===== src/rtl/pong_game_ctrl.sv =====
// pong_game_ctrl: two-player Pong game state machine. It updates the ball, the paddles and the
// scores once per video frame. A frame starts on the falling edge of the synchronized VS.
//
// Ports
//   clk50M                         system clock
//   rst_n                          asynchronous active-low reset
//   VS                             active-low vertical sync from the VGA timing chain
//   p1_up, p1_down, p2_up, p2_down paddle push-buttons (asynchronous, active-high)
//   start                          new-game push-button (asynchronous, active-high)
//   ball_x, ball_y                 ball top-left corner, 640x480 active area
//   paddle_one_x/y, paddle_two_x/y paddle top-left corners
//   score_one, score_two           player scores
//   game_over                      set once a player reaches WIN_SCORE
module pong_game_ctrl #(
  parameter int unsigned BALL_SIZE    = 8,
  parameter int unsigned PAD_W        = 8,
  parameter int unsigned PAD_H        = 64,
  parameter int unsigned BALL_SPD     = 2,
  parameter int unsigned PAD_SPD      = 4,
  parameter int unsigned SERVE_FRAMES = 60,
  parameter int unsigned WIN_SCORE    = 7
) (
  input  logic       clk50M,
  input  logic       rst_n,
  input  logic       VS,
  input  logic       p1_up,
  input  logic       p1_down,
  input  logic       p2_up,
  input  logic       p2_down,
  input  logic       start,
  output logic [9:0] ball_x,
  output logic [9:0] ball_y,
  output logic [9:0] paddle_one_x,
  output logic [9:0] paddle_one_y,
  output logic [9:0] paddle_two_x,
  output logic [9:0] paddle_two_y,
  output logic [3:0] score_one,
  output logic [3:0] score_two,
  output logic       game_over
);

  localparam int unsigned SCREEN_W = 640;
  localparam int unsigned SCREEN_H = 480;

  localparam logic [9:0] BALL_X0   = 10'((SCREEN_W - BALL_SIZE) / 2);
  localparam logic [9:0] BALL_Y0   = 10'((SCREEN_H - BALL_SIZE) / 2);
  localparam logic [9:0] PAD1_X    = 10'd16;
  localparam logic [9:0] PAD2_X    = 10'd616;
  localparam logic [9:0] PAD_Y0    = 10'((SCREEN_H - PAD_H) / 2);
  localparam logic [9:0] PAD_Y_MAX = 10'(SCREEN_H - PAD_H);

  // 11-bit constants so that sums of a 10-bit coordinate and an offset cannot wrap.
  localparam logic [10:0] W_BS     = 11'(BALL_SIZE);
  localparam logic [10:0] W_BSPD   = 11'(BALL_SPD);
  localparam logic [10:0] W_PSPD   = 11'(PAD_SPD);
  localparam logic [10:0] W_PH     = 11'(PAD_H);
  localparam logic [10:0] W_SCR_W  = 11'(SCREEN_W);
  localparam logic [10:0] W_SCR_H  = 11'(SCREEN_H);
  localparam logic [10:0] HIT1_X   = 11'(16 + PAD_W);  // paddle one right face
  localparam logic [10:0] HIT2_X   = 11'(616);         // paddle two left face

  localparam int unsigned      CNT_W    = $clog2(SERVE_FRAMES + 1);
  localparam logic [CNT_W-1:0] CNT_LAST = CNT_W'(SERVE_FRAMES - 1);
  localparam logic [3:0]       WIN      = 4'(WIN_SCORE);

  typedef enum logic [2:0] {
    StIdle     = 3'd0,
    StServe    = 3'd1,
    StPlay     = 3'd2,
    StPoint    = 3'd3,
    StGameOver = 3'd4
  } state_e;

  // ---------------------------------------------------------------------------------------------
  // Input synchronizers and frame tick
  // ---------------------------------------------------------------------------------------------
  logic [5:0] r_sync1, r_sync2;
  logic       r_vs_prev;
  logic       w_vs, w_p1_up, w_p1_dn, w_p2_up, w_p2_dn, w_start;
  logic       w_frame_tick;

  always_ff @(posedge clk50M or negedge rst_n) begin
    if (!rst_n) begin
      r_sync1   <= '0;
      r_sync2   <= '0;
      r_vs_prev <= 1'b0;
    end else begin
      r_sync1   <= {VS, p1_up, p1_down, p2_up, p2_down, start};
      r_sync2   <= r_sync1;
      r_vs_prev <= w_vs;
    end
  end

  assign {w_vs, w_p1_up, w_p1_dn, w_p2_up, w_p2_dn, w_start} = r_sync2;
  assign w_frame_tick = r_vs_prev & ~w_vs;

  // ---------------------------------------------------------------------------------------------
  // Game state
  // ---------------------------------------------------------------------------------------------
  state_e           r_state, w_state_nxt;
  logic [9:0]       r_ball_x, w_ball_x_nxt;
  logic [9:0]       r_ball_y, w_ball_y_nxt;
  logic             r_dx, w_dx_nxt;                    // 1 = right
  logic             r_dy, w_dy_nxt;                    // 1 = down
  logic [9:0]       r_pad1_y, w_pad1_y_nxt;
  logic [9:0]       r_pad2_y, w_pad2_y_nxt;
  logic [3:0]       r_score_one, w_score_one_nxt;
  logic [3:0]       r_score_two, w_score_two_nxt;
  logic             r_game_over, w_game_over_nxt;
  logic [CNT_W-1:0] r_frame_cnt, w_frame_cnt_nxt;
  logic             r_serve_right, w_serve_right_nxt;  // serve direction for the next launch
  logic             r_scorer_one, w_scorer_one_nxt;    // who took the pending point

  always_ff @(posedge clk50M or negedge rst_n) begin
    if (!rst_n) begin
      r_state       <= StIdle;
      r_ball_x      <= BALL_X0;
      r_ball_y      <= BALL_Y0;
      r_dx          <= 1'b1;
      r_dy          <= 1'b1;
      r_pad1_y      <= PAD_Y0;
      r_pad2_y      <= PAD_Y0;
      r_score_one   <= '0;
      r_score_two   <= '0;
      r_game_over   <= 1'b0;
      r_frame_cnt   <= '0;
      r_serve_right <= 1'b1;
      r_scorer_one  <= 1'b0;
    end else begin
      r_state       <= w_state_nxt;
      r_ball_x      <= w_ball_x_nxt;
      r_ball_y      <= w_ball_y_nxt;
      r_dx          <= w_dx_nxt;
      r_dy          <= w_dy_nxt;
      r_pad1_y      <= w_pad1_y_nxt;
      r_pad2_y      <= w_pad2_y_nxt;
      r_score_one   <= w_score_one_nxt;
      r_score_two   <= w_score_two_nxt;
      r_game_over   <= w_game_over_nxt;
      r_frame_cnt   <= w_frame_cnt_nxt;
      r_serve_right <= w_serve_right_nxt;
      r_scorer_one  <= w_scorer_one_nxt;
    end
  end

  // Paddle step with clamping; both buttons together cancel.
  function automatic logic [9:0] pad_step(input logic [9:0] y, input logic up, input logic dn);
    logic [10:0] y_w;
    y_w      = {1'b0, y};
    pad_step = y;
    if (up && !dn) begin
      if (y_w <= W_PSPD) pad_step = '0;
      else               pad_step = 10'(y_w - W_PSPD);
    end else if (dn && !up) begin
      if (y_w + W_PSPD >= {1'b0, PAD_Y_MAX}) pad_step = PAD_Y_MAX;
      else                                   pad_step = 10'(y_w + W_PSPD);
    end
  endfunction

  // ---------------------------------------------------------------------------------------------
  // Ball collision terms (current-frame positions)
  // ---------------------------------------------------------------------------------------------
  logic [10:0] w_bx, w_by, w_p1y, w_p2y;
  logic        w_ovl_one, w_ovl_two;
  logic        w_hit_one, w_hit_two;
  logic        w_miss_left, w_miss_right;
  logic        w_wall_bottom, w_wall_top;
  logic        w_pads_live;

  assign w_bx  = {1'b0, r_ball_x};
  assign w_by  = {1'b0, r_ball_y};
  assign w_p1y = {1'b0, r_pad1_y};
  assign w_p2y = {1'b0, r_pad2_y};

  assign w_ovl_one = (w_by + W_BS > w_p1y) && (w_by < w_p1y + W_PH);
  assign w_ovl_two = (w_by + W_BS > w_p2y) && (w_by < w_p2y + W_PH);

  // x - SPD <= face is rewritten as x <= face + SPD so it cannot underflow.
  assign w_hit_one    = !r_dx && (w_bx <= HIT1_X + W_BSPD) && w_ovl_one;
  assign w_hit_two    = r_dx && (w_bx + W_BS + W_BSPD >= HIT2_X) && w_ovl_two;
  assign w_miss_left  = !r_dx && !w_hit_one && (w_bx <= W_BSPD);              // player two scores
  assign w_miss_right = r_dx && !w_hit_two && (w_bx + W_BS + W_BSPD >= W_SCR_W); // player one

  assign w_wall_bottom = r_dy && (w_by + W_BS + W_BSPD >= W_SCR_H);
  assign w_wall_top    = !r_dy && (w_by <= W_BSPD);

  assign w_pads_live = (r_state == StServe) || (r_state == StPlay) || (r_state == StPoint);

  // ---------------------------------------------------------------------------------------------
  // Next-state logic; everything is held except on a frame tick
  // ---------------------------------------------------------------------------------------------
  always_comb begin
    w_state_nxt       = r_state;
    w_ball_x_nxt      = r_ball_x;
    w_ball_y_nxt      = r_ball_y;
    w_dx_nxt          = r_dx;
    w_dy_nxt          = r_dy;
    w_pad1_y_nxt      = r_pad1_y;
    w_pad2_y_nxt      = r_pad2_y;
    w_score_one_nxt   = r_score_one;
    w_score_two_nxt   = r_score_two;
    w_game_over_nxt   = r_game_over;
    w_frame_cnt_nxt   = r_frame_cnt;
    w_serve_right_nxt = r_serve_right;
    w_scorer_one_nxt  = r_scorer_one;

    if (w_frame_tick) begin
      if (w_pads_live) begin
        w_pad1_y_nxt = pad_step(r_pad1_y, w_p1_up, w_p1_dn);
        w_pad2_y_nxt = pad_step(r_pad2_y, w_p2_up, w_p2_dn);
      end

      case (r_state)
        StIdle, StGameOver: begin
          if (w_start) begin
            w_state_nxt       = StServe;
            w_score_one_nxt   = '0;
            w_score_two_nxt   = '0;
            w_game_over_nxt   = 1'b0;
            w_frame_cnt_nxt   = '0;
            w_serve_right_nxt = 1'b1;
            w_ball_x_nxt      = BALL_X0;
            w_ball_y_nxt      = BALL_Y0;
          end
        end

        StServe: begin
          if (r_frame_cnt == CNT_LAST) begin
            w_state_nxt     = StPlay;
            w_frame_cnt_nxt = '0;
            w_dx_nxt        = r_serve_right;
            w_dy_nxt        = 1'b1;
          end else begin
            w_frame_cnt_nxt = r_frame_cnt + 1'b1;
          end
        end

        StPlay: begin
          if (w_miss_left || w_miss_right) begin
            // A point freezes the ball and discards any bounce from this frame.
            w_state_nxt      = StPoint;
            w_scorer_one_nxt = w_miss_right;
          end else begin
            if (w_hit_one) begin
              w_ball_x_nxt = 10'(HIT1_X);
              w_dx_nxt     = 1'b1;
            end else if (w_hit_two) begin
              w_ball_x_nxt = 10'(HIT2_X - W_BS);
              w_dx_nxt     = 1'b0;
            end else if (r_dx) begin
              w_ball_x_nxt = 10'(w_bx + W_BSPD);
            end else begin
              w_ball_x_nxt = 10'(w_bx - W_BSPD);
            end

            if (w_wall_bottom) begin
              w_ball_y_nxt = 10'(W_SCR_H - W_BS);
              w_dy_nxt     = 1'b0;
            end else if (w_wall_top) begin
              w_ball_y_nxt = '0;
              w_dy_nxt     = 1'b1;
            end else if (r_dy) begin
              w_ball_y_nxt = 10'(w_by + W_BSPD);
            end else begin
              w_ball_y_nxt = 10'(w_by - W_BSPD);
            end
          end
        end

        StPoint: begin
          w_ball_x_nxt    = BALL_X0;
          w_ball_y_nxt    = BALL_Y0;
          w_frame_cnt_nxt = '0;
          // Next serve heads toward the player who just lost the point.
          w_serve_right_nxt = r_scorer_one;
          if (r_scorer_one) begin
            w_score_one_nxt = r_score_one + 4'd1;
          end else begin
            w_score_two_nxt = r_score_two + 4'd1;
          end
          if ((r_scorer_one ? r_score_one + 4'd1 : r_score_two + 4'd1) == WIN) begin
            w_state_nxt     = StGameOver;
            w_game_over_nxt = 1'b1;
          end else begin
            w_state_nxt = StServe;
          end
        end

        default: w_state_nxt = StIdle;
      endcase
    end
  end

  assign ball_x       = r_ball_x;
  assign ball_y       = r_ball_y;
  assign paddle_one_x = PAD1_X;
  assign paddle_two_x = PAD2_X;
  assign paddle_one_y = r_pad1_y;
  assign paddle_two_y = r_pad2_y;
  assign score_one    = r_score_one;
  assign score_two    = r_score_two;
  assign game_over    = r_game_over;

endmodule


===== config.mk =====
export PLATFORM = sky130hd
export DESIGN_NAME = pong_game_ctrl
export DESIGN_NICKNAME = d
export VERILOG_FILES = /design/src/rtl/pong_game_ctrl.sv
export SDC_FILE = /design/constraint.sdc
export NUM_CORES = 1
export LEC_CHECK = 0
export BUFFER_PORTS_ARGS = -buffer_cell sky130_fd_sc_hd__buf_4
export CAP_MARGIN = 15
export CORE_MARGIN = 4
export CORE_UTILIZATION = 35
export DETAILED_ROUTE_END_ITERATION = 8
export HOLD_SLACK_MARGIN = 0.05
export SKIP_CTS_REPAIR_TIMING = 1
export SYNTH_ARGS = -nofsm -noshare
export SYNTH_HDL_FRONTEND = slang
export SYNTH_SLANG_ARGS = --single-unit
export TNS_END_PERCENT = 50

===== constraint.sdc =====
create_clock -name clk50M -period 3.15 [get_ports clk50M]
set_input_delay 0.315 -clock clk50M [delete_from_list [all_inputs] [get_ports clk50M]]
set_output_delay 0.315 -clock clk50M [all_outputs]
set_load 0.02 [all_outputs]

# [Yosys cells after proc, flatten, opt, wreduce, memory -nomap -nowiden]
# Cells that the tools add are included.
[totals] out_inout_bits=69 latch_bits=0 regBits=75 memories=0 ramBits=0 rom_bits=0
[op_classes] n_addsub=17 order_cmp=14 mux=49 n_shift=0 n_reduce_logical=47 n_bitwise=2 n_eq_ne=15 div_mod_pow=0 multipliers=0
[ops] operator="10-bit two-way mux" count=18
[ops] operator="10-bit case mux with 3 select lines" count=2
[ops] operator="11-bit by 9-bit greater-or-equal comparator with 1-bit output, second input constant" count=3
[ops] operator="10-bit by 3-bit adder with 11-bit output, second input constant" count=2
[ops] operator="10-bit by 4-bit adder with 11-bit output, second input constant" count=2
[ops] operator="10-bit by 7-bit adder with 11-bit output, second input constant" count=2
[ops] operator="11-bit by 2-bit adder with 11-bit output, second input constant" count=2
[ops] operator="11-bit by 10-bit greater-or-equal comparator with 1-bit output, second input constant" count=2
[ops] operator="11-bit by 10-bit > comparator with 1-bit output" count=2
[ops] operator="10-bit by 11-bit < comparator with 1-bit output" count=2
[ops] operator="10-bit by 2-bit adder with 10-bit output, second input constant" count=2
[ops] operator="10-bit by 2-bit <= comparator with 1-bit output, second input constant" count=2
[ops] operator="10-bit by 3-bit <= comparator with 1-bit output, second input constant" count=2
[ops] operator="4-bit AND reduction" count=5
[ops] operator="10-bit by 2-bit subtractor with 10-bit output, second input constant" count=2
[ops] operator="10-bit by 3-bit subtractor with 10-bit output, second input constant" count=2
[ops] operator="6-bit case mux with 3 select lines" count=1
[ops] operator="1-bit logical AND" count=16
[ops] operator="4-bit two-way mux" count=4
[ops] operator="4-bit case mux with 2 select lines" count=2
[ops] operator="3-bit AND reduction" count=5
[ops] operator="3-bit two-way mux" count=4
[ops] operator="6-bit two-way mux" count=2
[ops] operator="3-bit case mux with 4 select lines" count=1
[ops] operator="other kinds (22)" count=57

# [Logic depth before layout (Yosys ltp)]
[logic_depth] word_depth=11 depth_mapped=14

# [Least setup slack after synthesis]
# Ideal clock, no wire load.
[synth_timing] path_type="reg2reg" startpoint="register r_ball_y[4], in the netlist ball_y[4]" endpoint="register r_ball_y[9], in the netlist ball_y[9]" t_arrival_ns=3.306 period_less_slack_ns=3.436 path_buffers=1 path_slack_ns=-0.286 required_time_ns=3.020 path_stages_with_launch=14 cell_sequence="dfrtp_1 -> ha_1 -> and2_1 -> nand4_1 -> xnor2_1 -> ha_1 -> and3_1 -> and4b_1 -> o21ai_0 -> a21oi_1 -> a211o_1 -> buf_2 -> o21ai_1 -> o41ai_2"
[synth_via] elab_chain_len=10
[synth_lines] item="start, declared" line_no="102" source="logic [9:0] r_ball_y, w_ball_y_nxt;"
[synth_lines] item="start signal, assigned" line_no="132" source="r_ball_y <= w_ball_y_nxt;"
[synth_lines] item="parallel branches: the longest is 10 deep, another holds 10-bit by 4-bit adder with 11-bit output"
# Several ways; the timed one is not identified. The select of a mux whose other input is x is not followed.
# A chain may end at the register's enable or synchronous reset.

# [Worst setup path after layout]
[layout_timing] startpoint="register r_ball_y[3], in the netlist ball_y[3]" endpoint="register r_ball_y[1], in the netlist ball_y[1]"
# Same word-level chain as after synthesis.

==> metrics.md <==
| Metric | Value |
|---|---|
| Critical path capture point | ball_y[1] |
| Fraction of the yosys area taken by sequential cells | 30.1% |
| Number of diodes | 0 |
| Inserted Clock Buffers | 9 |
| Source-to-sink clock delay at the later pin of the worst-skew pair | 0.35 ns |
| Layout overhead on the synthesized area | 19.6% |
| Crit start category | register |
| Placed wire-length estimate after detailed placement | 11600 µm |
| # clock sinks | 69 |
| Grt met3 use | 3.93% |
| Data arrival time at the worst-slack endpoint | 3.40 ns |
| Crit. End Element | register |
| Worst-path clk slew | 0.06 ns |
| Vias | 5468 |
| Area of the core | 16100 µm² |
| Global routing usage summed across all routing layers | 17.2% |
| Wire length of the first global-routing pass | 25800 µm |
| Top cell type by total area after synthesis | sky130_fd_sc_hd__dfrtp_1 |
| Source of the critical timing path | ball_y[3] |
| Cell type group with the largest total delay on the critical path | compound AO/OA/AOI/OAI gates |
| Period Utilization, post-route | 98.6% |
| Count of endpoints failing hold in the final timing report | 0 |
| Number of H-tree branching levels | 3 |
| Number of design-rule violations left by the first detailed-router iteration | 265 |
| Vias in the first global route | 5064 |
| Die area | 18700 µm² |
| Number of placed I/O pins | 77 |
| Clock root buffer | sky130_fd_sc_hd__clkbuf_16 |
| Biggest area contributors in the synthesized netlist | sky130_fd_sc_hd__dfrtp_1, sky130_fd_sc_hd__ha_1, sky130_fd_sc_hd__dfstp_2 |
| Endpoints failing setup | 0 |
| Worst-path fanout max | 16 |
| Worst reg2reg endpoint | ball_y[1] |
| Mapped Area | 5810 µm² |
| Global routing usage on met1 | 23.5% |
| Launching point of the worst reg2reg path | ball_y[3] |
| Initial DRT Pass Iterations | 5 |
| HP Class | input port to async pin |
| Global placement routability congestion | 0.895 |
| WL per Instance | 15.7 µm |
| GRT overflow | 0 |
| Upper clock frequency limit | 322 MHz |
| Max-cap viol count | 0 |
| Clock tree from TritonCTS | done |
| Overall routed net length | 15600 µm |
| Final clock skew | 0.00741 ns |
| Setup repair after global routing missed its margin | true |
| Standard-cell rows | 46 |
| Core occupancy in the finished layout | 43.3% |
| Post-layout power | 4.26 mW |
| Total number of yosys warnings | 0 |
| Critical path depth in cells | 14 |
| Largest net degree at the start of global routing | 70 |
| Power Density | 613 nW/µm² |
| Synth unique cells | 72 |
| Highest cell delay on the worst timing path | 0.57 ns |
| Layout cell share with drive strength beyond 1 | 21.6% |
| Initial antenna violation count | 0 |
| Outcome | completed |
| Leakage power | 2.99 nW |
| Most common cell after layout, fill and taps aside | sky130_fd_sc_hd__buf_4 |
| Number of instances in the synthesized netlist | 704 |
| Total of flip-flops plus latches after synthesis | 69 |
| Critical Path RT | 3.44 ns |
| Share of synthesized registers carrying an async set or reset | 100% |
| EDFF count, synth | 0 |
| Filler cell count | 1624 |
| Tightest slew margin relative to the limit | 39.0% |
| Most used DFF post-synth | sky130_fd_sc_hd__dfrtp_1 |
| Die outline height | 137 µm |
| Residual DRC | 0 |
| Starting Density | 36.2% |
| Residual antenna-violating net count after detailed routing | 0 |
| Routing usage on met2 | 27.3% |
| Nets | 834 |
| WP buf/inv | 3 |
| Post-layout minimum cycle time | 3.11 ns |
| Slew Viols, Final | 0 |
| Depth of the most critical reg-to-reg path | 14 |
| Crit-path cells | buf_12 > nand3_2 > xnor2_1 > buf_4 > ha_1 > nand4_1 > o221ai_2 > a221oi_2 > o21ai_2 > a21oi_1 > a211o_1 > buf_6 > nor4_2 > a21o_1 |
| Clock tree buffer depth | 2 |
| Post-Synthesis Mean Instance Area | 8.26 µm² |
| WS Path Type | register to register |
| Slew at the pin with the worst max-slew slack | 0.916 ns |
| Quantity of I/O buffers inserted on ports | 50 |
| Busiest layer in global routing | met2 |
| Commonest cells after routing, fill and taps aside | sky130_fd_sc_hd__buf_4, sky130_fd_sc_hd__nand2_1, sky130_fd_sc_hd__o21ai_0, sky130_fd_sc_hd__ha_1, sky130_fd_sc_hd__nor2_1 |
| VDD IR-drop max | 0.289 mV |
| Vias per Instance | 5.51 |
| Register-to-register setup slack | 0.04 ns |
| Area share of the largest cell type after synthesis | 21.5% |
| DIE WIDTH | 137 µm |
| Critical-path cell with the highest stage delay | sky130_fd_sc_hd__dfstp_2 |
[registers in the layout, summed over array words and instances (netlist names), 3 cells and up]
signal	count
r_state	3
score_two	4
ball_y	9
r_frame_cnt	6
ball_x	9
paddle_two_y	8
score_one	4
r_sync1	6
r_sync2	6
paddle_one_y	8
[cell type report]
cell class	instances	area, µm²	share of cell area [%]
Multi-Input combinational cell	558	3770	54.2
Sequential cell	69	1750	25.2
Timing Repair Buffer	93	718	10.3
Tap cell	216	270	3.89
Clock buffer	10	239	3.44
Inverter	41	154	2.21
Clock inverter	6	46.3	0.666
[layer usage]
layer	vias to the layer above	routed length, µm	part of all wire (%)
met5	-	0	0
met4	0	248	1.6
met3	18	858	5.5
met2	156	7250	47
met1	2611	7210	46
li1	2683	-	-
[through the flow]
stage	setup TNS, ns	cells	setup WS (ns)	hold slack [ns]	instance area, µm²
after floorplan	-0.207	728	-0.0412	0.0194	5940
after global placement	-0.0122	976	-0.0122	0.333	6560
after detailed placement	-0.181	976	-0.0565	0.335	6560
after CTS	-0.471	992	-0.0901	0.0544	6850
after global routing	-1.42	993	-0.120	0.0550	6950
final	0	993	0.0431	0.0594	6950
[power breakdown]
part           internal [mW]  switching, mW
Combinational          0.843           1.17
Sequential              1.05          0.199
Clock                  0.560          0.443
Total                   2.45           1.81
[worst min-delay path by stage]
| stage | cells past startpoint | from | slack (ns) | end |
|---|---|---|---|---|
| 2_1_floorplan | 0 | rst_n | 0.02 | ball_x[1] |
| 3_3_place_gp | 0 | r_sync1[5] | 0.33 | r_sync2[5] |
| 3_5_place_dp | 0 | r_sync1[2] | 0.33 | r_sync2[2] |
| 4_1_cts | 1 | start | 0.05 | r_sync1[0] |
| 5_1_grt | 1 | start | 0.05 | r_sync1[0] |
| 6_report | 1 | rst_n | 0.06 | paddle_one_y[5] |
[synthesized netlist by cell type (all sizes together), types with 7 or more instances]
library cell / number
ha: 54
buf: 41
clkbuf: 19
o31ai: 11
inv: 41
xnor2: 15
a21oi: 48
dfrtp: 50
nand2: 58
a31oi: 13
dfstp: 19
o22ai: 7
nor4: 9
o21ai: 63
a21o: 8
nor3: 20
nand3: 30
nand4: 14
nor2: 53
and3: 11
nand2b: 12
[worst register-to-register path: stages (launching register included)]
cell                       delay, ns
sky130_fd_sc_hd__dfstp_2        0.57
sky130_fd_sc_hd__buf_12         0.13
sky130_fd_sc_hd__nand3_2        0.13
sky130_fd_sc_hd__xnor2_1        0.20
sky130_fd_sc_hd__buf_4          0.16
sky130_fd_sc_hd__ha_1           0.28
sky130_fd_sc_hd__nand4_1        0.13
sky130_fd_sc_hd__o221ai_2       0.23
sky130_fd_sc_hd__a221oi_2       0.10
sky130_fd_sc_hd__o21ai_2        0.22
sky130_fd_sc_hd__a21oi_1        0.10
sky130_fd_sc_hd__a211o_1        0.31
sky130_fd_sc_hd__buf_6          0.17
sky130_fd_sc_hd__nor4_2         0.21
sky130_fd_sc_hd__a21o_1         0.11
[cell families after synthesis]
| logic type | share of synthesized area [%] |
|---|---|
| AO/OA/AOI/OAI | 24.3 |
| XOR/XNOR | 2.71 |
| adder cells (fa/ha/maj) | 11.6 |
| buffers and inverters | 8.61 |
| flip-flops | 30.1 |
| multiplexers | 1.05 |
| other | 0.129 |
| AND/OR/NAND/NOR | 21.4 |
(Power assumes the default switching activity.)
